`src/rtl/reset_pkg.sv`:
```
// Shared types and constants for the watchdog / soft-reset requester.
package reset_pkg;

  typedef enum logic [1:0] {
    StIdle,
    StArmed,
    StAssert,
    StHoldoff
  } state_e;

  localparam logic [1:0] CAUSE_NONE = 2'b00;
  localparam logic [1:0] CAUSE_WDOG = 2'b01;
  localparam logic [1:0] CAUSE_SOFT = 2'b10;

  function automatic int unsigned max_u(input int unsigned a, input int unsigned b);
    return (a > b) ? a : b;
  endfunction

endpackage

```
`src/rtl/reset_watchdog_if.sv`:
```
// Control/status bundle between software-facing logic and the reset watchdog.
interface reset_watchdog_if #(
  parameter int unsigned TMO_W = 16
);
  logic             enable;
  logic             kick;
  logic             soft_req;
  logic [TMO_W-1:0] timeout;
  logic             rst_req_n;
  logic [1:0]       cause;
  logic             warn;
  logic             busy;

  modport master (
    output enable, kick, soft_req, timeout,
    input  rst_req_n, cause, warn, busy
  );

  modport slave (
    input  enable, kick, soft_req, timeout,
    output rst_req_n, cause, warn, busy
  );
endinterface

```
`src/rtl/down_counter.sv`:
```
// Loadable down-counter with decrement enable; saturates at zero.
module down_counter #(
  parameter int unsigned Width = 16
) (
  input  logic             clk_i,
  input  logic             nrst_i,
  input  logic             load_i,
  input  logic [Width-1:0] load_val_i,
  input  logic             dec_i,
  output logic [Width-1:0] count_o,
  output logic [Width-1:0] count_next_o,
  output logic             is_one_o
);

  logic [Width-1:0] count_d, count_q;

  always_comb begin
    count_d = count_q;
    if (load_i) begin
      count_d = load_val_i;
    end else if (dec_i && (count_q != '0)) begin
      count_d = count_q - Width'(1);
    end
  end

  always_ff @(posedge clk_i) begin
    if (!nrst_i) begin
      count_q <= '0;
    end else begin
      count_q <= count_d;
    end
  end

  assign count_o      = count_q;
  assign count_next_o = count_d;
  assign is_one_o     = (count_q == Width'(1));

endmodule

```
`src/rtl/reset_watchdog.sv`:
```
// Watchdog / soft-reset requester driving a stretched, registered active-low reset request.
module reset_watchdog
  import reset_pkg::*;
#(
  parameter int unsigned TMO_W          = 16,
  parameter int unsigned PULSE_CYCLES   = 512,
  parameter int unsigned HOLDOFF_CYCLES = 64,
  parameter int unsigned WARN_CYCLES    = 32
) (
  input  logic              clk,
  input  logic              NRST,
  reset_watchdog_if.slave   bus
);

  localparam int unsigned DurW = $clog2(max_u(PULSE_CYCLES, HOLDOFF_CYCLES) + 1);

  state_e           state_d, state_q;
  logic [1:0]       cause_d, cause_q;
  logic             soft_pend_d, soft_pend_q;
  logic             rst_req_n_d, rst_req_n_q;
  logic             warn_d, warn_q;
  logic             busy_d, busy_q;

  logic             tmo_load, tmo_dec, tmo_is_one;
  logic [TMO_W-1:0] tmo_load_val, tmo_count, tmo_next;
  logic             dur_load, dur_dec, dur_is_one;
  logic [DurW-1:0]  dur_load_val, dur_count, dur_next;
  logic             unused_dur;

  assign unused_dur = ^{dur_count, dur_next, tmo_count};

  down_counter #(.Width(TMO_W)) u_tmo_cnt (
    .clk_i        (clk),
    .nrst_i       (NRST),
    .load_i       (tmo_load),
    .load_val_i   (tmo_load_val),
    .dec_i        (tmo_dec),
    .count_o      (tmo_count),
    .count_next_o (tmo_next),
    .is_one_o     (tmo_is_one)
  );

  down_counter #(.Width(DurW)) u_dur_cnt (
    .clk_i        (clk),
    .nrst_i       (NRST),
    .load_i       (dur_load),
    .load_val_i   (dur_load_val),
    .dec_i        (dur_dec),
    .count_o      (dur_count),
    .count_next_o (dur_next),
    .is_one_o     (dur_is_one)
  );

  always_comb begin
    state_d      = state_q;
    cause_d      = cause_q;
    soft_pend_d  = 1'b0;
    tmo_load     = 1'b0;
    tmo_dec      = 1'b0;
    tmo_load_val = (bus.timeout == '0) ? TMO_W'(1) : bus.timeout;
    dur_load     = 1'b0;
    dur_dec      = 1'b0;
    dur_load_val = DurW'(PULSE_CYCLES);

    case (state_q)
      StIdle, StArmed: begin
        // A soft request is captured one cycle, then launches the pulse; it outranks
        // everything else, so the countdown is frozen meanwhile.
        if (soft_pend_q) begin
          state_d  = StAssert;
          cause_d  = CAUSE_SOFT;
          dur_load = 1'b1;
        end else if (bus.soft_req) begin
          soft_pend_d = 1'b1;
        end else if (state_q == StIdle) begin
          if (bus.enable) begin
            state_d  = StArmed;
            tmo_load = 1'b1;
          end
        end else if (!bus.enable) begin
          state_d = StIdle;
        end else if (bus.kick) begin
          tmo_load = 1'b1;
        end else if (tmo_is_one) begin
          state_d  = StAssert;
          cause_d  = CAUSE_WDOG;
          dur_load = 1'b1;
        end else begin
          tmo_dec = 1'b1;
        end
      end
      StAssert: begin
        dur_dec = 1'b1;
        if (dur_is_one) begin
          state_d      = StHoldoff;
          dur_load     = 1'b1;
          dur_load_val = DurW'(HOLDOFF_CYCLES);
        end
      end
      StHoldoff: begin
        dur_dec = 1'b1;
        if (dur_is_one) begin
          state_d = StIdle;
        end
      end
      default: state_d = StIdle;
    endcase

    rst_req_n_d = (state_d != StAssert);
    busy_d      = (state_d == StAssert) || (state_d == StHoldoff);
    warn_d      = (state_d == StArmed) && (32'(tmo_next) <= WARN_CYCLES);
  end

  always_ff @(posedge clk) begin
    if (!NRST) begin
      state_q     <= StIdle;
      cause_q     <= CAUSE_NONE;
      soft_pend_q <= 1'b0;
      rst_req_n_q <= 1'b1;
      warn_q      <= 1'b0;
      busy_q      <= 1'b0;
    end else begin
      state_q     <= state_d;
      cause_q     <= cause_d;
      soft_pend_q <= soft_pend_d;
      rst_req_n_q <= rst_req_n_d;
      warn_q      <= warn_d;
      busy_q      <= busy_d;
    end
  end

  assign bus.rst_req_n = rst_req_n_q;
  assign bus.cause     = cause_q;
  assign bus.warn      = warn_q;
  assign bus.busy      = busy_q;

endmodule

```
`src/flat_wrapper.sv`:
```
// flat-port wrapper written by rule: the top's interface ports become plain ports
module reset_watchdog_flat import reset_pkg::*;
#(
  parameter int unsigned TMO_W          = 16,
  parameter int unsigned PULSE_CYCLES   = 512,
  parameter int unsigned HOLDOFF_CYCLES = 64,
  parameter int unsigned WARN_CYCLES    = 32
)
  (clk, NRST, bus_enable, bus_kick, bus_soft_req, bus_timeout, bus_rst_req_n, bus_cause, bus_warn, bus_busy);
  reset_watchdog_if #(.TMO_W(TMO_W)) bus_i ();
  input  logic clk;
  input  logic NRST;
  input wire logic [$bits(bus_i.enable)-1:0] bus_enable;
  input wire logic [$bits(bus_i.kick)-1:0] bus_kick;
  input wire logic [$bits(bus_i.soft_req)-1:0] bus_soft_req;
  input wire logic [$bits(bus_i.timeout)-1:0] bus_timeout;
  output wire logic [$bits(bus_i.rst_req_n)-1:0] bus_rst_req_n;
  output wire logic [$bits(bus_i.cause)-1:0] bus_cause;
  output wire logic [$bits(bus_i.warn)-1:0] bus_warn;
  output wire logic [$bits(bus_i.busy)-1:0] bus_busy;
  assign bus_i.enable = bus_enable;
  assign bus_i.kick = bus_kick;
  assign bus_i.soft_req = bus_soft_req;
  assign bus_i.timeout = bus_timeout;
  assign bus_rst_req_n = bus_i.rst_req_n;
  assign bus_cause = bus_i.cause;
  assign bus_warn = bus_i.warn;
  assign bus_busy = bus_i.busy;
  reset_watchdog #(.TMO_W(TMO_W), .PULSE_CYCLES(PULSE_CYCLES), .HOLDOFF_CYCLES(HOLDOFF_CYCLES), .WARN_CYCLES(WARN_CYCLES)) u_core (.clk(clk), .NRST(NRST), .bus(bus_i));
endmodule
```
`config.mk`:
```
export PLATFORM = sky130hd
export DESIGN_NAME = reset_watchdog_flat
export DESIGN_NICKNAME = d
export VERILOG_FILES = /design/src/rtl/reset_pkg.sv /design/src/rtl/reset_watchdog_if.sv /design/src/rtl/down_counter.sv /design/src/rtl/reset_watchdog.sv /design/src/flat_wrapper.sv
export SDC_FILE = /design/constraint.sdc
export NUM_CORES = 1
export LEC_CHECK = 0
export ABC_CLOCK_PERIOD_IN_PS = 7810
export CORE_MARGIN = 2
export CORE_UTILIZATION = 59
export DETAILED_ROUTE_END_ITERATION = 10
export PLACE_DENSITY_LB_ADDON = 0.1
export SLEW_MARGIN = 20
export SYNTH_ARGS = -nofsm -noshare
export SYNTH_HDL_FRONTEND = slang
export SYNTH_SLANG_ARGS = --single-unit
```
`constraint.sdc`:
```
create_clock -name clk -period 7.81 [get_ports clk]
set_input_delay 1.562 -clock clk [delete_from_list [all_inputs] [get_ports clk]]
set_output_delay 1.562 -clock clk [all_outputs]
set_load 0.01 [all_outputs]
```
* Yosys cells after proc, flatten, opt, wreduce, memory -nomap -nowiden *
Index checks and enable logic that the tools add are counted.

word-level totals
  logic and storage cells = 87
  flip-flop bits (word level) = 34

cells by class
  add/subtract/negate cells = 2
  eq/ne operators = 12
  reductions and logical operators = 15
  muxes and demuxes = 47
  magnitude comparators = 1
  bitwise logic cells = 2

operator list
  kind                     count
  $mux W16                 3
  $mux W10                 4
  $mux W2                  15
  $mux W1                  23
  $eq A16 B1 Y1 const B    1
  $le A16 B6 Y1 const B    1
  $logic_not A16 Y1        1
  $reduce_bool A16 Y1      1
  $sub A16 B1 Y16 const B  1
  $eq A10 B1 Y1 const B    1
  $reduce_bool A10 Y1      1
  $sub A10 B1 Y10 const B  1
  $eq A2 B2 Y1 const B     4
  $ne A2 B1 Y1 const B     3
  $pmux W2 S3              1
  $reduce_and A6 Y1        1
  $reduce_bool A2 Y1       3
  $eq A2 B1 Y1 const B     2
  $reduce_or A2 Y1         2
  $logic_and A1 B1 Y1      3
  $reduce_or A3 Y1         1
  $logic_not A2 Y1         1
  $ne A2 B2 Y1 const B     1
  $not A1 Y1               2
  2 further kinds          2

* Depth between registers and ports, before layout *
Gate-level depths: netlist of the first run.

  depth after elaboration = 13
  gate-level depth with buffers = 10

* Cells and area by module *
Synthesis of the first run repeated with hierarchy kept, for this count alone.

second synthesis, totals
  cells, all modules = 308
  area total of the unflattened synthesis = 2453.6 sq um

by module, submodules not included
  module                           area an instance (sq um)  instances  cells an instance  seq. area each (sq um)
  down_counter (u_core.u_tmo_cnt)  1173.6                    1          149                320.3
  down_counter (u_core.u_dur_cnt)  793.3                     1          93                 200.2
  reset_watchdog                   486.7                     1          66                 160.2

* Least setup slack after synthesis of the first run *
OpenSTA, ideal clock, no wires.

  path type = in2reg
  from = in bus_soft_req
  to = reg u_core.warn_q (netlist: u_core.bus.warn)
  stages = 8
  data arrival time = 3.475 ns
  data required time = 7.749 ns
  setup slack = 4.274 ns
  path buffers = 1
  cells stage by stage = or4b_2 -> clkbuf_1 -> nor3_1 -> nand3_1 -> xor2_1 -> o21ai_0 -> nor4_2 -> and4_1

on the way
  cells in the longest elaborated chain, start to end = 8
  elaborated cells between the ends (all ways) = 15

ends and longest elaborated chain
  what                     RTL line               source
  start, declared          flat_wrapper.sv:15     input wire logic [$bits(bus_i.soft_req)-1:0] bus_soft_req;
  $mux W1                  reset_watchdog.sv:73   end else if (bus.soft_req) begin
  $mux W1                  reset_watchdog.sv:69   if (soft_pend_q) begin
  $mux W1                  reset_watchdog.sv:65   case (state_q)
  $logic_and A1 B1 Y1      down_counter.sv:21     end else if (dec_i && (count_q != '0)) begin
  $mux W16                 down_counter.sv:21
  $mux W16                 down_counter.sv:19     if (load_i) begin
  $le A16 B6 Y1            reset_watchdog.sv:111  warn_d = (state_d == StArmed) && (32'(tmo_next) <= WARN_CYCLES);
  $logic_and A1 B1 Y1 (*)  reset_watchdog.sv:111
  end signal, assigned     reset_watchdog.sv:127  warn_q <= warn_d;
  end, declared            reset_watchdog.sv:21   logic warn_d, warn_q;

Every way passes the cells marked *; elsewhere a longest branch is shown, timed or not.
A chain may end at the register's enable or synchronous reset.

* Worst setup path in the final report of the first run *
Ends and elaborated chain as after synthesis.

==> results of run 1 <==
metrics by stage:
stage / hold slack, ns / cell area, um2 / cells / util / setup WS [ns]
floorplan: 0.491 / 1980 / 245 / - / 4.27
global placement: 0.478 / 2250 / 306 / 0.686 / 3.50
detailed placement: 0.507 / 2250 / 306 / 0.686 / 3.46
CTS: 0.521 / 2310 / 314 / 0.704 / 3.81
global route: 0.549 / 2310 / 314 / 0.704 / 3.57
finish: 0.521 / 2310 / 314 / 0.704 / 3.76
cell families after synthesis:
family                   Yosys count
AO/OA/AOI/OAI                     52
multiplexers                       3
AND/OR/NAND/NOR                  118
flip-flops                        34
XOR/XNOR                          14
buffers and inverters             19
adder cells (fa/ha/maj)            5
synth_stat cells, types with 2 or more instances:
master,instances,share of area
a211oi_1,3,0.011
a21oi_1,6,0.015
a31oi_1,4,0.013
and2_1,9,0.028
and3_1,2,0.0063
and4_1,2,0.0089
clkbuf_1,10,0.019
dfxtp_1,34,0.34
ha_1,5,0.032
inv_1,8,0.015
mux2i_1,3,0.015
nand2_1,12,0.023
nand2b_1,3,0.0095
nand3_1,10,0.025
nand4_1,2,0.0063
nand4b_1,3,0.013
nor2_1,41,0.078
nor2b_1,4,0.013
nor3_1,8,0.020
nor4_1,8,0.025
o211ai_1,5,0.019
o21a_1,2,0.0076
o21ai_0,9,0.023
o22a_1,3,0.013
o31a_1,3,0.013
o31ai_1,2,0.0076
or3_1,3,0.0095
or4_1,3,0.011
xor2_1,13,0.058
worst paths after layout:
| check | slack [ns] | to |
|---|---|---|
| worst max register to register | 4.98 | u_core.u_dur_cnt.count_o[5]$_SDFFE_PN0P_ |
| worst min-delay path | 0.52 | u_core.u_dur_cnt.count_o[1]$_SDFFE_PN0P_ |
| worst max-delay path | 3.76 | u_core.bus.warn$_SDFF_PN0_ |
| worst min register to register | 0.52 | u_core.u_dur_cnt.count_o[1]$_SDFFE_PN0P_ |
registers in the layout (all words and copies together), names as in the netlist:
register                  flops
u_core.bus.rst_req_n          1
u_core.bus.cause              2
u_core.u_tmo_cnt.count_o     16
u_core.u_dur_cnt.count_o     10
u_core.soft_pend_q            1
u_core.bus.busy               1
u_core.bus.warn               1
u_core.state_q                2
power breakdown:
part / leakage, uW / total (uW) / switching (uW) / internal, uW
sequential: 0.000278 / 212 / 19.2 / 193
combinational: 0.000541 / 157 / 91.2 / 66.1
clock: 0.0000353 / 102 / 58.8 / 43.6
critical path: stages:
cell	delay, ns
clkdlybuf4s50_1	0.47
or4b_2	0.86
nor3_1	0.46
o2111ai_1	0.20
xor2_1	0.23
a31oi_1	0.12
nor3b_1	0.23
and4_1	0.20
placed cells by master (no fill, tap or decap), types with 2 or more instances in the layout:
cell / Yosys / layout
and4_1: 2 / 2
nand4b_1: 3 / 3
o31a_1: 3 / 3
nand4_1: 2 / 2
mux2i_1: 3 / 3
or3_1: 3 / 3
clkdlybuf4s50_1: 0 / 25
nand3_1: 10 / 10
clkbuf_4: 0 / 5
o211ai_1: 5 / 5
a21oi_1: 6 / 6
o21a_1: 2 / 2
inv_1: 8 / 8
nor4_1: 8 / 8
nor2b_1: 4 / 4
xor2_1: 13 / 13
a31oi_1: 4 / 4
and2_1: 9 / 9
o21ai_0: 9 / 9
and3_1: 2 / 2
o31ai_1: 2 / 2
nand2_1: 12 / 12
nor2_1: 41 / 41
ha_1: 5 / 5
o22a_1: 3 / 3
a211oi_1: 3 / 3
dfxtp_1: 34 / 34
nand2b_1: 3 / 3
or4_1: 3 / 3
nor3_1: 8 / 8
per-layer routing:
| layer | wire length (um) | track usage |
|---|---|---|
| met1 | 2070 | 0.347 |
| met2 | 2270 | 0.450 |
| met3 | 359 | 0.0787 |
| met4 | 145 | 0.131 |
| met5 | 0 | 0 |
area by class of cell:
type / instances / share of cell area
repair buffers: 26 / 0.111
inverters: 8 / 0.0130
multi-input cells: 192 / 0.530
well taps: 46 / 0.0249
clock inverters: 1 / 0.00216
clock buffers: 7 / 0.0238
flip-flops and latches: 34 / 0.294
==> summary.md, run 1 <==
| Metric | Value |
|---|---|
| Run status | finished, final reports clean |
| Die Wd | 61.9 um |
| RSZ-0062 raised after global routing | no |
| CP Capture Type | flop |
| Max cap viols | 0 |
| Row count | 21 |
| Worst vdd ir | 0.124 mV |
| Compound-Gate Fraction of Synth Area | 0.196 |
| HP Start | u_core.u_dur_cnt.count_o[1]$_SDFFE_PN0P_ |
| Syn Nets | 271 |
| DRC Markers | 0 |
| R2R cell count | 7 |
| Longest Clk Path Bufs | 2 |
| Setup Skew | 0.0136 ns |
| Core footprint | 0.00328 mm2 |
| CP required | 8.09 ns |
| Synthesized cell area | 0.00198 mm2 |
| Final Cycle Share | 0.519 |
| Clk_lat worst skew | 0.35 ns |
| Global-route wire length before repair | 7780 um |
| CTS tree | yes |
| Largest net degree at the start of global routing | 16 |
| Max Fclk | 247 MHz |
| Post-DP HPWL | 3620 um |
| Worst r2r src | u_core.u_tmo_cnt.count_o[8]$_SDFF_PN0_ |
| Final Power | 472 uW |
| Final min period | 4.05 ns |
| Setup TNS | 0 ns |
| Netlist cell types | 54 |
| Die area | 0.00383 mm2 |
| Post-Synth Simple-Gate Area | 0.315 |
| Post-route ant nets | 0 |
| GPL Wtd Cong | 0.935 |
| Vias in the first global route | 1732 |
| I/O Buffers | 25 |
| Num CTS Buffers | 5 |
| Max FO, Critical Path | 15 |
| Synth async-reset ratio | 0 |
| Final setup viols | 0 |
| Final Max Slew Viols | 0 |
| Starting Density | 0.603 |
| Area of the multi-input gates | 0.00123 mm2 |
| Worst Setup SP | bus_soft_req |
| Top-level port count | 26 |
| Antenna violations before repair | 0 |
| # nets final | 293 |
| Die height | 61.9 um |
| Hold_buf cts | 0 |
| Hold path cells | 2 |
| Synth Flop Type | dfxtp_1 |
| Slew headroom | 0.452 |
| Hold WC Path Type | reg2reg |
| ANT cells | 0 |
| Detailed Routing Iterations Pass 1 | 5 |
| DR iter-0 viols | 165 |
| Total grt overflow | 0 |
| Power density cells | 204 mW/mm2 |
| Seq/Total Area, Yosys | 0.344 |
| Main combinational cell family by area after synthesis | simple AND/OR/NAND/NOR gates |
| Via count | 1912 |
| Mux contribution to synthesized area | 0.0152 |
| Synthesized instance count | 245 |
| Area Overhead vs Synth | 16.8% |
| Xor/xnor cell area share of the yosys netlist | 0.0619 |
| Post-CTS setup buffers | 0 |
| Syn avg cell area | 8.08 um2 |
| DR WL/cell | 15.4 um |
| Fraction of layout cells with a size suffix above 1 | 0.0522 |
| Worst setup SP type | input port |
| DR vias/cell | 6.09 |
| Synth Area in Adders | 0.0316 |
| GRT Total Usage | 0.280 |
| CTS clk-pin slew, worst paths | 0.10 ns |
| Yosys warning count | 0 |
| Worst EP arrival | 4.34 ns |
| Filler cell count | 294 |
| Final Hold Fails | 0 |
| Setup CP Type | in2reg |
| Post-cts resize count | 0 |
| Sinks on Clock Net | 34 |
| Post-synth EDFFs | 0 |
| H-tree Lvls | 2 |
| Yosys reg bits | 34 |
| Clk root buf | clkbuf_4 |
| Leakage | 0.000854 uW |
| Drt total wl | 4850 um |
| Register Area | 681 um2 |
| Worst slew pin tran | 0.820 ns |
Note: power is estimated with default switching activity, not from simulation.
==> run 2, diff against run 1 <==
Settings changed: ABC_CLOCK_PERIOD_IN_PS 7810 to 3600, CORE_UTILIZATION 59 to 49.
Clock period 7.81 ns to 3.6 ns, I/O delays scaled along.
==> summary.md, run 2 (synthesis results as in run 1) <==
| Metric | Value |
|---|---|
| Slew headroom | 0.526 |
| Starting Density | 0.502 |
| NetSw | 378 uW |
| Final Power | 1080 uW |
| DR iter-0 viols | 103 |
| Post-route ant nets | 0 |
| Max cap viols | 0 |
| Clk_lat worst skew | 0.29 ns |
| GRT Total Usage | 0.257 |
| Max FO, Critical Path | 5 |
| Final setup viols | 0 |
| Area Overhead vs Synth | 20.3% |
| Worst setup SP type | input port |
| R2R cell count | 7 |
| ANT cells | 0 |
| Antenna violations before repair | 0 |
| GPL Wtd Cong | 0.892 |
| Fraction of layout cells with a size suffix above 1 | 0.0733 |
| Drt total wl | 5140 um |
| Detailed Routing Iterations Pass 1 | 4 |
| Worst R2R End | u_core.bus.warn$_SDFF_PN0_ |
| Setup Skew | 0.00421 ns |
| Cell internal pwr | 697 uW |
| Num CTS Buffers | 5 |
| Clk root buf | clkbuf_8 |
| Worst Setup SP | bus_soft_req |
| Die height | 67.6 um |
| Post-cts resize count | 0 |
| DR WL/cell | 15.9 um |
| Area of the multi-input gates | 0.00123 mm2 |
| DRC Markers | 0 |
| Hold path cells | 2 |
| CTS clk-pin slew, worst paths | 0.07 ns |
| CP Capture Type | flop |
| Total grt overflow | 0 |
| H-tree Lvls | 2 |
| Worst hold endpoint | u_core.bus.cause[1]$_SDFFE_PN0P_ |
| Max reg flops | 16 |
| Worst vdd ir | 0.297 mV |
| DR vias/cell | 5.82 |
| Setup TNS | 0 ns |
| Comb pwr share | 0.321 |
| Die Wd | 67.6 um |
| Vias in the first global route | 1833 |
| Reg2Reg Setup Slack | 0.81 ns |
| Post-DP HPWL | 3820 um |
| Final Cycle Share | 0.874 |
| Hold WC Path Type | reg2reg |
| Max Fclk | 318 MHz |
| Core footprint | 0.00394 mm2 |
| Global-route wire length before repair | 8710 um |
| Final Hold Fails | 0 |
| CTS tree | yes |
| Top-level port count | 26 |
| Run status | finished, final reports clean |
| Worst r2r src | u_core.u_tmo_cnt.count_o[8]$_SDFF_PN0_ |
| Commonest non-fill, non-tap cell in the layout | nor2_1 |
| Setup CP Type | in2reg |
| Sequential share of power | 0.430 |
| Final Core Density | 0.604 |
| Largest net degree at the start of global routing | 15 |
| Worst setup margin | 0.454 ns |
| Register Area | 681 um2 |
| RSZ-0062 raised after global routing | no |
| Die area | 0.00456 mm2 |
| CP required | 3.78 ns |
| Worst EP arrival | 3.33 ns |
| # nets final | 299 |
| Clock network power share | 0.249 |
| Most frequent cells in the layout | 41 x nor2_1, 34 x dfxtp_1, 25 x clkdlybuf4s50_1 |
| Row count | 23 |
| Hold_buf cts | 0 |
| Worst slew pin tran | 0.705 ns |
| Longest Clk Path Bufs | 2 |
| Switching share of power | 0.352 |
| Final Max Slew Viols | 0 |
| HP Start | u_core.bus.cause[1]$_SDFFE_PN0P_ |
| Filler cell count | 361 |
| Power density cells | 452 mW/mm2 |
| Final min period | 3.15 ns |
| I/O Buffers | 25 |
| Sinks on Clock Net | 34 |
| Via count | 1879 |
| Post-CTS setup buffers | 0 |
| Pre-CTS setup slack | 0.187 ns |
| Leakage | 0.000892 uW |
-- run 2: cell types whose count changed in the layout (fill, tap and decap cells not counted) --
cell,previous run,this run
buf_4,1,7
clkbuf_4,5,0
clkbuf_8,1,5
clkbuf_1,1,0
clkinv_2,1,2
-- run 2: worst max path at each step --
stage / end / slack (ns)
floorplan: u_core.bus.warn$_SDFF_PN0_ / 0.91
global placement: u_core.bus.warn$_SDFF_PN0_ / 0.20
detailed placement: u_core.bus.warn$_SDFF_PN0_ / 0.19
CTS: u_core.bus.warn$_SDFF_PN0_ / 0.49
global route: u_core.bus.warn$_SDFF_PN0_ / 0.29
finish: u_core.bus.warn$_SDFF_PN0_ / 0.45
-- run 2: area by class of cell --
type	count	share of cell area
clock inverters	2	0.00420
clock buffers	5	0.0289
inverters	8	0.0126
well taps	50	0.0263
multi-input cells	192	0.515
flip-flops and latches	34	0.286
repair buffers	32	0.127
-- run 2: worst max-delay path, cell delays in order --
cell             delay (ns)
clkdlybuf4s50_1        0.48
or4b_2                 0.76
nor3_1                 0.46
nand4_1                0.17
xor2_1                 0.17
o21ai_0                0.31
nor4_2                 0.09
and4_1                 0.18
-- run 2: through the flow --
step	hold WS [ns]	std cells	cell area, um2
detailed placement	0.485	316	2300
floorplan	0.491	245	1980
finish	0.506	323	2380
global placement	0.474	316	2300
global route	0.544	323	2380
CTS	0.510	323	2380
-- run 2: power groups by stage --
stage	clock network (uW)	logic, uW	registers [uW]
floorplan	0	250	459
global placement	0	339	468
detailed placement	0	341	470
CTS	271	343	461
global route	283	384	468
finish	268	346	462
-- run 2: per-layer routing --
| metal | up-vias | wire length [um] | global-route usage |
|---|---|---|---|
| met5 | - | 0 | 0 |
| met2 | 55 | 2430 | 0.406 |
| li1 | 949 | - | - |
| met1 | 858 | 2250 | 0.321 |
| met4 | 0 | 229 | 0.156 |
| met3 | 17 | 232 | 0.0500 |
